==> src/rtl/audio_mon_pkg.sv <==
`default_nettype none
// ============================================================================
// Module      : audio_mon_pkg
// Description : Shared types and helpers for the audio tone monitor.
//               Holds the controller state encoding, the NUM_CYC limit and
//               the log2 helper used to turn the summed period into the
//               per-cycle average.
// Revision    : 1.0 - initial release
// ============================================================================
package audio_mon_pkg;

   // Largest number of averaged cycles the per-channel crossing counter holds.
   localparam int MAX_NUM_CYC = 16;

   typedef enum logic [2:0] {
      IDLE    = 3'd0,
      SETTLE  = 3'd1,
      MEASURE = 3'd2,
      CHECK   = 3'd3,
      DONE    = 3'd4
   } mon_state_t;

   // log2 of a power-of-two cycle count in 1..MAX_NUM_CYC.
   function automatic int clog2_cyc(input int n);
      int r;
      r = 0;
      for (int i = 0; (1 << i) <= MAX_NUM_CYC; i++) begin
         if ((1 << i) == n) r = i;
      end
      return r;
   endfunction

endpackage
`default_nettype wire

==> src/rtl/tone_chan_meas.sv <==
`default_nettype none
// ============================================================================
// Module      : tone_chan_meas
// Description : One channel of the tone monitor. Hysteresis zero-crossing
//               detector, period sample counter and max/min tracker.
//   clk, rst        : clock, async active-high reset
//   clear           : accepted start; re-initialises all channel state
//   meas_en         : controller is in MEASURE
//   smpl_vld        : sample strobe
//   sample          : signed sample for this channel
//   complete        : NUM_CYC full cycles seen after the first crossing
//   total           : samples spanned by those NUM_CYC cycles
//   smpl_max/min    : extreme samples seen during MEASURE
// Revision    : 1.0 - initial release
// ============================================================================
module tone_chan_meas
   import audio_mon_pkg::*;
#(
   parameter int SMPL_W  = 16,
   parameter int CNT_W   = 16,
   parameter int NUM_CYC = 4,
   parameter int HYST    = 16
) (
   input  logic                     clk,
   input  logic                     rst,
   input  logic                     clear,
   input  logic                     meas_en,
   input  logic                     smpl_vld,
   input  logic signed [SMPL_W-1:0] sample,
   output logic                     complete,
   output logic        [CNT_W-1:0]  total,
   output logic signed [SMPL_W-1:0] smpl_max,
   output logic signed [SMPL_W-1:0] smpl_min
);

   localparam int XCNT_W = $clog2(MAX_NUM_CYC + 1);

   localparam logic signed [SMPL_W-1:0] c_hyst_pos  = SMPL_W'(HYST);
   localparam logic signed [SMPL_W-1:0] c_hyst_neg  = SMPL_W'(-HYST);
   localparam logic signed [SMPL_W-1:0] c_most_pos  = {1'b0, {(SMPL_W-1){1'b1}}};
   localparam logic signed [SMPL_W-1:0] c_most_neg  = {1'b1, {(SMPL_W-1){1'b0}}};
   localparam logic        [XCNT_W-1:0] c_last_xing = XCNT_W'(NUM_CYC - 1);

   logic              r_armed;
   logic              r_started;
   logic [CNT_W-1:0]  r_cnt;
   logic [XCNT_W-1:0] r_xcnt;

   logic              w_strobe;
   logic              w_rise;
   logic [CNT_W-1:0]  w_cnt_inc;

   assign w_strobe  = meas_en & smpl_vld;
   // A rising crossing needs a prior excursion below -HYST, so noise inside
   // the +/-HYST band can never produce one.
   assign w_rise    = r_armed && (sample >= c_hyst_pos);
   assign w_cnt_inc = (r_cnt == '1) ? r_cnt : r_cnt + 1'b1;

   always_ff @(posedge clk or posedge rst) begin
      if (rst) begin
         r_armed   <= 1'b0;
         r_started <= 1'b0;
         r_cnt     <= '0;
         r_xcnt    <= '0;
         complete  <= 1'b0;
         total     <= '0;
         smpl_max  <= '0;
         smpl_min  <= '0;
      end else if (clear) begin
         r_armed   <= 1'b0;
         r_started <= 1'b0;
         r_cnt     <= '0;
         r_xcnt    <= '0;
         complete  <= 1'b0;
         total     <= '0;
         smpl_max  <= c_most_neg;
         smpl_min  <= c_most_pos;
      end else if (w_strobe) begin
         if (sample > smpl_max) smpl_max <= sample;
         if (sample < smpl_min) smpl_min <= sample;
         if (!complete) begin
            if (w_rise)
               r_armed <= 1'b0;
            else if (sample <= c_hyst_neg)
               r_armed <= 1'b1;

            if (!r_started) begin
               // First crossing only establishes the phase reference.
               if (w_rise) begin
                  r_started <= 1'b1;
                  r_cnt     <= '0;
               end
            end else begin
               r_cnt <= w_cnt_inc;
               if (w_rise) begin
                  r_xcnt <= r_xcnt + 1'b1;
                  if (r_xcnt == c_last_xing) begin
                     total    <= w_cnt_inc;
                     complete <= 1'b1;
                  end
               end
            end
         end
      end
   end

endmodule
`default_nettype wire

==> src/rtl/audio_tone_monitor.sv <==
`default_nettype none
// ============================================================================
// Module      : audio_tone_monitor
// Description : Per-channel tone analyser. After start it discards
//               SETTLE_SMPLS sample frames, then measures average period and
//               amplitude over NUM_CYC cycles per channel and compares them
//               with the expected values and tolerances.
//   clk, rst                : clock, async active-high reset
//   start                   : begin a measurement (accepted in IDLE/DONE)
//   smpl_vld, smpl_data     : sample frame strobe and NUM_CH signed samples
//   exp_period, period_tol  : expected period and allowed error (samples)
//   exp_amp, amp_tol        : expected amplitude and allowed error (LSBs)
//   busy                    : SETTLE, MEASURE or CHECK
//   done                    : verdict valid, held until next start
//   period, amp             : per-channel measured results
//   ch_pass, all_pass       : per-channel and overall verdicts
//   timeout                 : measurement ended by the sample budget
// Revision    : 1.0 - initial release
// ============================================================================
module audio_tone_monitor
   import audio_mon_pkg::*;
#(
   parameter int NUM_CH        = 2,
   parameter int SMPL_W        = 16,
   parameter int CNT_W         = 16,
   parameter int NUM_CYC       = 4,
   parameter int SETTLE_SMPLS  = 2045,
   parameter int HYST          = 16,
   parameter int TIMEOUT_SMPLS = 8192
) (
   input  logic                       clk,
   input  logic                       rst,
   input  logic                       start,
   input  logic                       smpl_vld,
   input  logic [NUM_CH*SMPL_W-1:0]   smpl_data,
   input  logic [CNT_W-1:0]           exp_period,
   input  logic [CNT_W-1:0]           period_tol,
   input  logic [SMPL_W-1:0]          exp_amp,
   input  logic [SMPL_W-1:0]          amp_tol,
   output logic                       busy,
   output logic                       done,
   output logic [NUM_CH*CNT_W-1:0]    period,
   output logic [NUM_CH*SMPL_W-1:0]   amp,
   output logic [NUM_CH-1:0]          ch_pass,
   output logic                       timeout,
   output logic                       all_pass
);

   localparam int               c_log2_cyc     = clog2_cyc(NUM_CYC);
   localparam logic [CNT_W-1:0] c_settle_last  = CNT_W'(SETTLE_SMPLS - 1);
   localparam logic [CNT_W-1:0] c_timeout_last = CNT_W'(TIMEOUT_SMPLS - 1);

   mon_state_t       r_state;
   logic [CNT_W-1:0] r_settle_cnt;
   logic [CNT_W-1:0] r_meas_cnt;

   logic                               w_accept;
   logic                               w_meas_en;
   logic [NUM_CH-1:0]                  w_complete;
   logic [NUM_CH-1:0]                  w_pass;
   logic [NUM_CH-1:0][CNT_W-1:0]       w_period;
   logic [NUM_CH-1:0][SMPL_W-1:0]      w_amp;

   assign w_accept  = start && ((r_state == IDLE) || (r_state == DONE));
   assign w_meas_en = (r_state == MEASURE);
   assign busy      = (r_state == SETTLE) || (r_state == MEASURE) || (r_state == CHECK);

   for (genvar i = 0; i < NUM_CH; i++) begin : g_ch
      logic signed [SMPL_W-1:0] w_max;
      logic signed [SMPL_W-1:0] w_min;
      logic        [CNT_W-1:0]  w_total;
      logic signed [SMPL_W:0]   w_span;
      logic        [CNT_W:0]    w_pdiff;
      logic        [CNT_W:0]    w_pmag;
      logic        [SMPL_W:0]   w_adiff;
      logic        [SMPL_W:0]   w_amag;

      tone_chan_meas #(
         .SMPL_W  (SMPL_W),
         .CNT_W   (CNT_W),
         .NUM_CYC (NUM_CYC),
         .HYST    (HYST)
      ) u_meas (
         .clk      (clk),
         .rst      (rst),
         .clear    (w_accept),
         .meas_en  (w_meas_en),
         .smpl_vld (smpl_vld),
         .sample   (smpl_data[i*SMPL_W +: SMPL_W]),
         .complete (w_complete[i]),
         .total    (w_total),
         .smpl_max (w_max),
         .smpl_min (w_min)
      );

      // Span is formed one bit wider so full-scale max-min cannot wrap.
      assign w_span      = {w_max[SMPL_W-1], w_max} - {w_min[SMPL_W-1], w_min};
      assign w_amp[i]    = SMPL_W'(w_span >>> 1);
      assign w_period[i] = w_complete[i] ? (w_total >> c_log2_cyc) : '0;

      // Errors are taken with a guard bit and folded to a magnitude.
      assign w_pdiff = {1'b0, w_period[i]} - {1'b0, exp_period};
      assign w_pmag  = w_pdiff[CNT_W] ? (~w_pdiff + 1'b1) : w_pdiff;
      assign w_adiff = {1'b0, w_amp[i]} - {1'b0, exp_amp};
      assign w_amag  = w_adiff[SMPL_W] ? (~w_adiff + 1'b1) : w_adiff;

      assign w_pass[i] = w_complete[i]
                         && (w_pmag <= {1'b0, period_tol})
                         && (w_amag <= {1'b0, amp_tol});
   end

   always_ff @(posedge clk or posedge rst) begin
      if (rst) begin
         r_state      <= IDLE;
         r_settle_cnt <= '0;
         r_meas_cnt   <= '0;
         done         <= 1'b0;
         period       <= '0;
         amp          <= '0;
         ch_pass      <= '0;
         timeout      <= 1'b0;
         all_pass     <= 1'b0;
      end else begin
         case (r_state)
            IDLE, DONE: begin
               if (start) begin
                  r_settle_cnt <= '0;
                  r_meas_cnt   <= '0;
                  done         <= 1'b0;
                  period       <= '0;
                  amp          <= '0;
                  ch_pass      <= '0;
                  timeout      <= 1'b0;
                  all_pass     <= 1'b0;
                  r_state      <= (SETTLE_SMPLS == 0) ? MEASURE : SETTLE;
               end
            end
            SETTLE: begin
               if (smpl_vld) begin
                  if (r_settle_cnt == c_settle_last)
                     r_state <= MEASURE;
                  else
                     r_settle_cnt <= r_settle_cnt + 1'b1;
               end
            end
            MEASURE: begin
               // The budget check comes first so a strobe that both times
               // out and completes the last channel still flags timeout.
               if (smpl_vld && (r_meas_cnt == c_timeout_last)) begin
                  timeout <= 1'b1;
                  r_state <= CHECK;
               end else if (&w_complete) begin
                  r_state <= CHECK;
               end else if (smpl_vld) begin
                  r_meas_cnt <= r_meas_cnt + 1'b1;
               end
            end
            CHECK: begin
               period   <= w_period;
               amp      <= w_amp;
               ch_pass  <= w_pass;
               all_pass <= (&w_pass) && !timeout;
               done     <= 1'b1;
               r_state  <= DONE;
            end
            default: r_state <= IDLE;
         endcase
      end
   end

endmodule
`default_nettype wire
==> config.mk <==
export PLATFORM = sky130hd
export DESIGN_NAME = audio_tone_monitor
export DESIGN_NICKNAME = d
export VERILOG_FILES = /design/src/rtl/audio_mon_pkg.sv /design/src/rtl/tone_chan_meas.sv /design/src/rtl/audio_tone_monitor.sv
export SDC_FILE = /design/constraint.sdc
export NUM_CORES = 1
export LEC_CHECK = 0
export ABC_CLOCK_PERIOD_IN_PS = 22800
export CAP_MARGIN = 5
export CORE_ASPECT_RATIO = 0.75
export CORE_UTILIZATION = 30
export CTS_CLUSTER_DIAMETER = 40
export DETAILED_ROUTE_END_ITERATION = 8
export HOLD_SLACK_MARGIN = 0.15
export RECOVER_POWER = 25
export SYNTH_ARGS = -nofsm -noshare
export SYNTH_HDL_FRONTEND = slang
export SYNTH_SLANG_ARGS = --single-unit
==> constraint.sdc <==
create_clock -name clk -period 22.8 [get_ports clk]
set_input_delay 3.42 -clock clk [delete_from_list [all_inputs] [get_ports clk]]
set_output_delay 3.42 -clock clk [all_outputs]
set_load 0.01 [all_outputs]
==> Word level (Yosys, flattened, before mapping) <==
Index checks and enable logic that the tools add are counted.
{ "classes": {"addsub": 16, "n_lt_le_gt_ge": 12, "eq_ne": 21, "muxes": 108, "n_bitwise": 5, "reduce_logical": 54} }
{ "ops": {"columns": ["op", "n"], "rows": [
  ["$mux 16", 42],
  ["$pmux 32 s2", 2],
  ["$add 17x1->17 const B", 4],
  ["$le 17x16->1", 4],
  ["$mux 17", 4],
  ["$not 17->17", 4],
  ["$sub 16x16->17", 4],
  ["$add 16x1->16 const B", 4],
  ["$pmux 16 s2", 2],
  ["$mux 5", 10],
  ["$mux 1", 34],
  ["$sub 14x16->17", 2],
  ["$eq 16x16->1 const B", 2],
  ["$ge 16x6->1 const B", 2],
  ["$gt 16x16->1", 2],
  ["$le 16x5->1 const B", 2],
  ["$lt 16x16->1", 2],
  ["$mux 32", 1],
  ["$mux 14", 2],
  ["$reduce_bool 2->1", 14],
  ["$reduce_and 2->1", 9],
  ["$eq 16x11->1 const B", 1],
  ["$eq 16x13->1 const B", 1],
  ["$ne 2x2->1 const B", 8],
  ["other kinds (22)", 54]
]} }
{ "word_totals": {"regBits": 248, "input_bits": 100, "wordCells": 241} }

==> Longest topological paths before layout <==
{ "logic_depth": {"depth_word": 11, "depth_mapped": 32} }

==> Modules after synthesis <==
Synthesis repeated with hierarchy kept, for this count alone.
{ "hier_totals": {"cells_unflattened": 2437, "hier_area_um2": 20767.4} }
{ "modules_own_cells": {"columns": ["mod", "instances", "cells_per_inst", "area_per_inst_um2"], "rows": [
  ["audio_tone_monitor", 1, 1461, 11810.1],
  ["tone_chan_meas at g_ch[0].u_meas", 1, 490, 4508.1],
  ["tone_chan_meas at g_ch[1].u_meas", 1, 486, 4449.3]
]} }

==> Worst setup path after synthesis <==
No wires, ideal clock.
{ "synth_path": {"path_type": "input to register", "startpoint": "input exp_period[0]", "endpoint": "register all_pass", "arrival_time_ns": 7.520, "required_ns": 22.705, "path_slack_ns": 15.185, "cell_stages": 22, "cell_sequence": "ha_1 > inv_1 > fa_1 > a211oi_1 > o311ai_1 > nor4bb_1 > a211oi_1 > o21ai_1 > nand2_1 > o21ai_0 > xnor2_1 > ha_1 > a21o_1 > a21o_1 > a221o_1 > nand2_1 > a31oi_1 > a211o_1 > a22oi_1 > o41ai_1 > a21o_1 > o31ai_1"} }
{ "synth_via": {"elab_chain_cells": 10} }
{ "synth_rtl": {"columns": ["element", "line_no", "source"], "rows": [
  ["start: declaration", "audio_tone_monitor.sv:36", "input logic [CNT_W-1:0] exp_period,"],
  ["$sub 14x16->17", "audio_tone_monitor.sv:102", "assign w_pdiff = {1'b0, w_period[i]} - {1'b0, exp_period};"],
  ["$not 17->17", "audio_tone_monitor.sv:103", "assign w_pmag = w_pdiff[CNT_W] ? (~w_pdiff + 1'b1) : w_pdiff;"],
  ["$add 17x1->17", "audio_tone_monitor.sv:103", null],
  ["$mux 17", "audio_tone_monitor.sv:103", null],
  ["$le 17x16->1", "audio_tone_monitor.sv:108", "&& (w_pmag <= {1'b0, period_tol})"],
  ["$logic_and 1x1->1", "audio_tone_monitor.sv:108", null],
  ["$logic_and 1x1->1", "audio_tone_monitor.sv:109", "&& (w_amag <= {1'b0, amp_tol});"],
  ["$reduce_and 2->1 *", "audio_tone_monitor.sv:162", "all_pass <= (&w_pass) && !timeout;"],
  ["$logic_and 1x1->1 *", "audio_tone_monitor.sv:162", null],
  ["$pmux 1 s2 *", "audio_tone_monitor.sv:124", "case (r_state)"],
  ["end signal: assignment", "audio_tone_monitor.sv:162", null],
  ["end: declaration", "audio_tone_monitor.sv:46", "output logic all_pass"]
]} }
Every way passes the cells marked *; elsewhere a longest branch is shown, timed or not.
A chain may end at the register's enable or synchronous reset.

==> Worst setup path after layout <==
{ "layout_path": {"startpoint": "input exp_amp[0]", "endpoint": "register all_pass"} }
{ "layout_via": {"elab_chain_cells": 9} }
{ "layout_rtl": {"columns": ["element", "line_no", "source"], "rows": [
  ["start: declaration", "audio_tone_monitor.sv:38", "input logic [SMPL_W-1:0] exp_amp,"],
  ["$sub 16x16->17", "audio_tone_monitor.sv:104", "assign w_adiff = {1'b0, w_amp[i]} - {1'b0, exp_amp};"],
  ["$not 17->17", "audio_tone_monitor.sv:105", "assign w_amag = w_adiff[SMPL_W] ? (~w_adiff + 1'b1) : w_adiff;"],
  ["$add 17x1->17", "audio_tone_monitor.sv:105", null],
  ["$mux 17", "audio_tone_monitor.sv:105", null],
  ["$le 17x16->1", "audio_tone_monitor.sv:109", null],
  ["$logic_and 1x1->1", "audio_tone_monitor.sv:109", null],
  ["$reduce_and 2->1 *", "audio_tone_monitor.sv:162", null],
  ["$logic_and 1x1->1 *", "audio_tone_monitor.sv:162", null],
  ["$pmux 1 s2 *", "audio_tone_monitor.sv:124", null]
]} }
Marks and branches as above.

==> results.txt <==
area of the core -> 0.06366 mm2
number of nets in the layout -> 2,729
floorplan row count -> 80
final weighted congestion in routability-driven placement -> 0.9161
mean number of vias per cell -> 5.197
most common flop cell mapped by yosys -> dfrtp_1
cell area after synthesis -> 0.01931 mm2
count of H-tree levels built during CTS -> 2
relative max-transition margin -> -241.0%
Max-cap violations -> 2
total number of vias -> 17,100
CP max stage cell -> clkdlybuf4s50_1
transition time at the pin with the least slew margin -> 5.086 ns
number of pins exceeding their max-slew limit in the final report -> 158
setup slack, reg-to-reg -> 15.66 ns
cell count of the worst reg-to-reg path -> 27
detailed placement HPWL -> 45.82 mm
leakage power summed over all cells -> 10.91 nW
cells along the critical path -> clkdlybuf4s50_1 > ha_1 > fa_1 > nor2b_1 > o2111ai_1 > nand3_1 > a31o_1 > a221o_1 > a21o_1 > a21oi_1 > o21ai_1 > nor2_1 > xnor2_1 > ha_1 > nand3_1 > o221ai_1 > a221oi_1 > o21a_1 > o21ai_0 > a21o_1 > a31oi_1 > o41ai_2 > o31ai_1
number of CTS-inserted buffers -> 44
Logic pwr share -> 60.1%
compound-cell area share of the yosys netlist -> 20.76%
run status -> finished with violations
initial antenna violation count -> 1
sequential-to-total area share from yosys stat -> 31.10%
Synth Area per Inst -> 8.599 um2
TritonCTS clock tree -> done
number of cells upsized or downsized after cts -> 0
vias in the first global route -> 16,860
number of different library cells in the post-synthesis netlist -> 75
overall track demand over capacity in global routing -> 17.66%
Die Area -> 0.06540 mm2
period utilization -> 36.68%
count of endpoints failing hold in the final timing report -> 0
switching portion of total power -> 44.82%
sequential fraction of design power -> 18.0%
fraction of the core area covered by cells at the end of the flow -> 36.78%
layout cell share with drive strength beyond 1 -> 5.434%
Psw -> 0.001403 W
YS warnings -> 0
P&R area growth vs syn -> 21.25%
largest family of logic cells by synthesized area -> compound AO/OA/AOI/OAI gates
cell at the root of the clock tree -> clkbuf_16
worst vdd rail ir drop -> 0.07260 mV
Cells after Synth -> 2,246
Finish-stage setup viols -> 0
worst path setup slack after routing -> 14.44 ns
total internal power -> 0.001728 W
violated checks -> capacitance limit, slew limit
Critical Path RT -> 23.26 ns
Clock power frac -> 21.9%
total of hold buffers inserted after clock tree synthesis -> 0
worst slack, placed -> 13.84 ns
maximum net fanout on the critical path -> 10
count of port buffers added during placement -> 165
portion of netlist area occupied by mux cells -> 1.464%
total negative slack -> 0 ns
share of the synthesized netlist area taken by xor and xnor gates -> 8.027%
final worst hold slack -> 0.4792 ns
launching point of the worst reg2reg path -> g_ch[0].u_meas.smpl_min[0]$_DFFE_PP0P_
buffers from clock root to sink, at most -> 3
Pwr per Cell Area -> 133.7 mW/mm2
crit path to -> all_pass$_DFFE_PP0P_
first-pass GRT wire length -> 92.32 mm
fmax -> 119.6 MHz
total congestion overflow -> 0
largest net degree at the start of global routing -> 111
number of top-level pins -> 170
height of the die -> 221.7 um
simple-gate portion of the synthesized area -> 18.19%
worst path arrival time -> 8.82 ns
Worst setup SP type -> input pin
area of combinational cells with multiple inputs -> 0.01235 mm2
clock insertion delay at the later pin of the skew report -> 0.58 ns
DRC -> 0
Reg2Reg Capture Point -> all_pass$_DFFE_PP0P_
sink count of the clock tree -> 240
fill count -> 6,385
detailed-router iteration count before antenna repair -> 7
sequential cell area -> 0.006006 mm2
Yosys reg bits -> 240
die extent in x -> 295.0 um
Post-CTS Setup Inserts -> 0
remaining antenna violation count -> 0
type of the worst setup path -> input pin to flop
peak per-stage delay on the critical path -> 0.49 ns
effective utilization at floorplan -> 30.34%
origin of the worst setup path -> exp_amp[0]
min-delay worst type -> flop to flop
initial drt markers -> 1,138
WL per Instance -> 17.54 um
Critical Path Sink Type -> flop
worst clock skew on the final layout -> 0.03069 ns
WL final -> 57.72 mm
clock transition at the registers of the reported paths -> 0.05 ns
post-route minimum period -> 8.362 ns
count of flip-flops with a built-in enable after synthesis -> 0
asr flop ratio synth -> 100.0%
adder-cell area share of the yosys netlist -> 15.33%
setup repair after global routing missed its margin -> no
## cell type report
class	count	area share [%]
Inverter	183	2.939
Antenna cell	1	0.01069
Sequential cell	240	25.65
Multi-Input combinational cell	1750	52.73
Tap cell	861	4.601
Clock inverter	24	1.598
Clock buffer	55	5.049
Timing Repair Buffer	177	7.422
## registers in the layout, summed over array words and instances, names as in the netlist
| name | count |
|---|---|
| period | 28 |
| r_state | 3 |
| g_ch.u_meas.smpl_max | 32 |
| r_settle_cnt | 16 |
| all_pass | 1 |
| amp | 32 |
| timeout | 1 |
| ch_pass | 2 |
| g_ch.u_meas.r_xcnt | 10 |
| g_ch.u_meas.complete | 2 |
| g_ch.u_meas.total | 28 |
| g_ch.u_meas.r_armed | 2 |
| done | 1 |
| g_ch.u_meas.r_started | 2 |
| r_meas_cnt | 16 |
| g_ch.u_meas.smpl_min | 32 |
| g_ch.u_meas.r_cnt | 32 |
## layout by cell type, fill, tap and decap left out, types with 62 or more instances in the layout
cell,instances
xnor2_1,102
xor2_1,75
clkdlybuf4s50_1,145
o21ai_0,142
a21oi_1,113
nand2_1,182
inv_1,182
dfrtp_1,240
nor2_1,179
ha_1,227
nand3_1,69
a22o_1,62
## power by group through the flow
| stage | combinational, W | clock [W] | sequential [W] |
|---|---|---|---|
| 2_1_floorplan | 0.00137 | 0 | 0.000555 |
| 3_3_place_gp | 0.00181 | 0 | 0.000568 |
| 3_5_place_dp | 0.00187 | 0 | 0.000569 |
| 4_1_cts | 0.00189 | 0.000701 | 0.000564 |
| 5_1_grt | 0.00211 | 0.000722 | 0.000574 |
| 6_report | 0.00188 | 0.000686 | 0.000565 |
## kinds of logic after synthesis
kind of cell / Yosys count
xor gates and xnor gates: 177
DFF: 240
and+or+nand+nor: 712
buffers and inverters: 259
other: 1
muxes: 26
AOI/OAI and AO/OA: 598
adders and majority gates: 233
## worst max-delay path, delay by kind of cell
| kind | cells | cell delay [ns] |
|---|---|---|
| buffers and inverters | 1 | 0.49 |
| AOI/OAI and AO/OA | 14 | 3.41 |
| adders and majority gates | 3 | 0.72 |
| and+or+nand+nor | 4 | 0.64 |
| xor gates and xnor gates | 1 | 0.13 |
## layer usage
layer | GRT usage, % | part of all wire (%) | up-vias
met5 | 0 | 0 | -
met4 | 4.906 | 2.3 | 0
met3 | 2.656 | 5.3 | 77
met2 | 26.51 | 42 | 426
met1 | 26.02 | 50 | 8249
li1 | - | - | 8352
## worst min path at each step
stage / startpoint / to / cells after the start
after floorplan: g_ch[1].u_meas.total[10]$_DFFE_PP0P_ / g_ch[1].u_meas.total[10]$_DFFE_PP0P_ / 2
after global routing: amp[16]$_DFFE_PP0P_ / amp[16]$_DFFE_PP0P_ / 2
after detailed placement: done$_DFFE_PP0P_ / done$_DFFE_PP0P_ / 2
after CTS: amp[0]$_DFFE_PP0P_ / amp[0]$_DFFE_PP0P_ / 2
final: amp[16]$_DFFE_PP0P_ / amp[16]$_DFFE_PP0P_ / 2
after global placement: done$_DFFE_PP0P_ / done$_DFFE_PP0P_ / 2
## per-stage QoR
stage | cells | total power [W] | instance area (um2)
6_report | 3291 | 0.003131 | 23420
5_1_grt | 3290 | 0.003410 | 23410
4_1_cts | 3290 | 0.003152 | 23430
3_5_place_dp | 3211 | 0.002444 | 21870
3_3_place_gp | 3211 | 0.002373 | 21870
2_1_floorplan | 2249 | 0.001923 | 19320
## cells in the mapped netlist, types with 9 or more instances
master    number  area share, %
clkbuf_1      68            1.3
a31oi_1       17           0.55
o211ai_1      47            1.8
xor2_1        75            3.4
inv_1        183            3.6
or2_2          9           0.29
a211oi_1      23           0.89
or3_1         10           0.32
nor2b_1       29           0.94
ha_1         227             15
and3_1        31            1.0
nand4_1       40            1.3
nor2_1       180            3.5
nand3_1       69            1.8
o21a_1        27            1.0
o21ai_0      142            3.7
nand2b_1      25           0.81
mux2_2        18            1.0
a22o_1        62            2.8
nor4_1        17           0.55
nand2_1      182            3.5
a21o_1        49            1.9
a21oi_1      113            2.9
nor3_1        31           0.80
o31ai_1       38            1.5
dfrtp_1      240             31
xnor2_1      102            4.6
and2_1        47            1.5
and4_1        11           0.50
No activity file was read; power rests on OpenSTA's default activity.
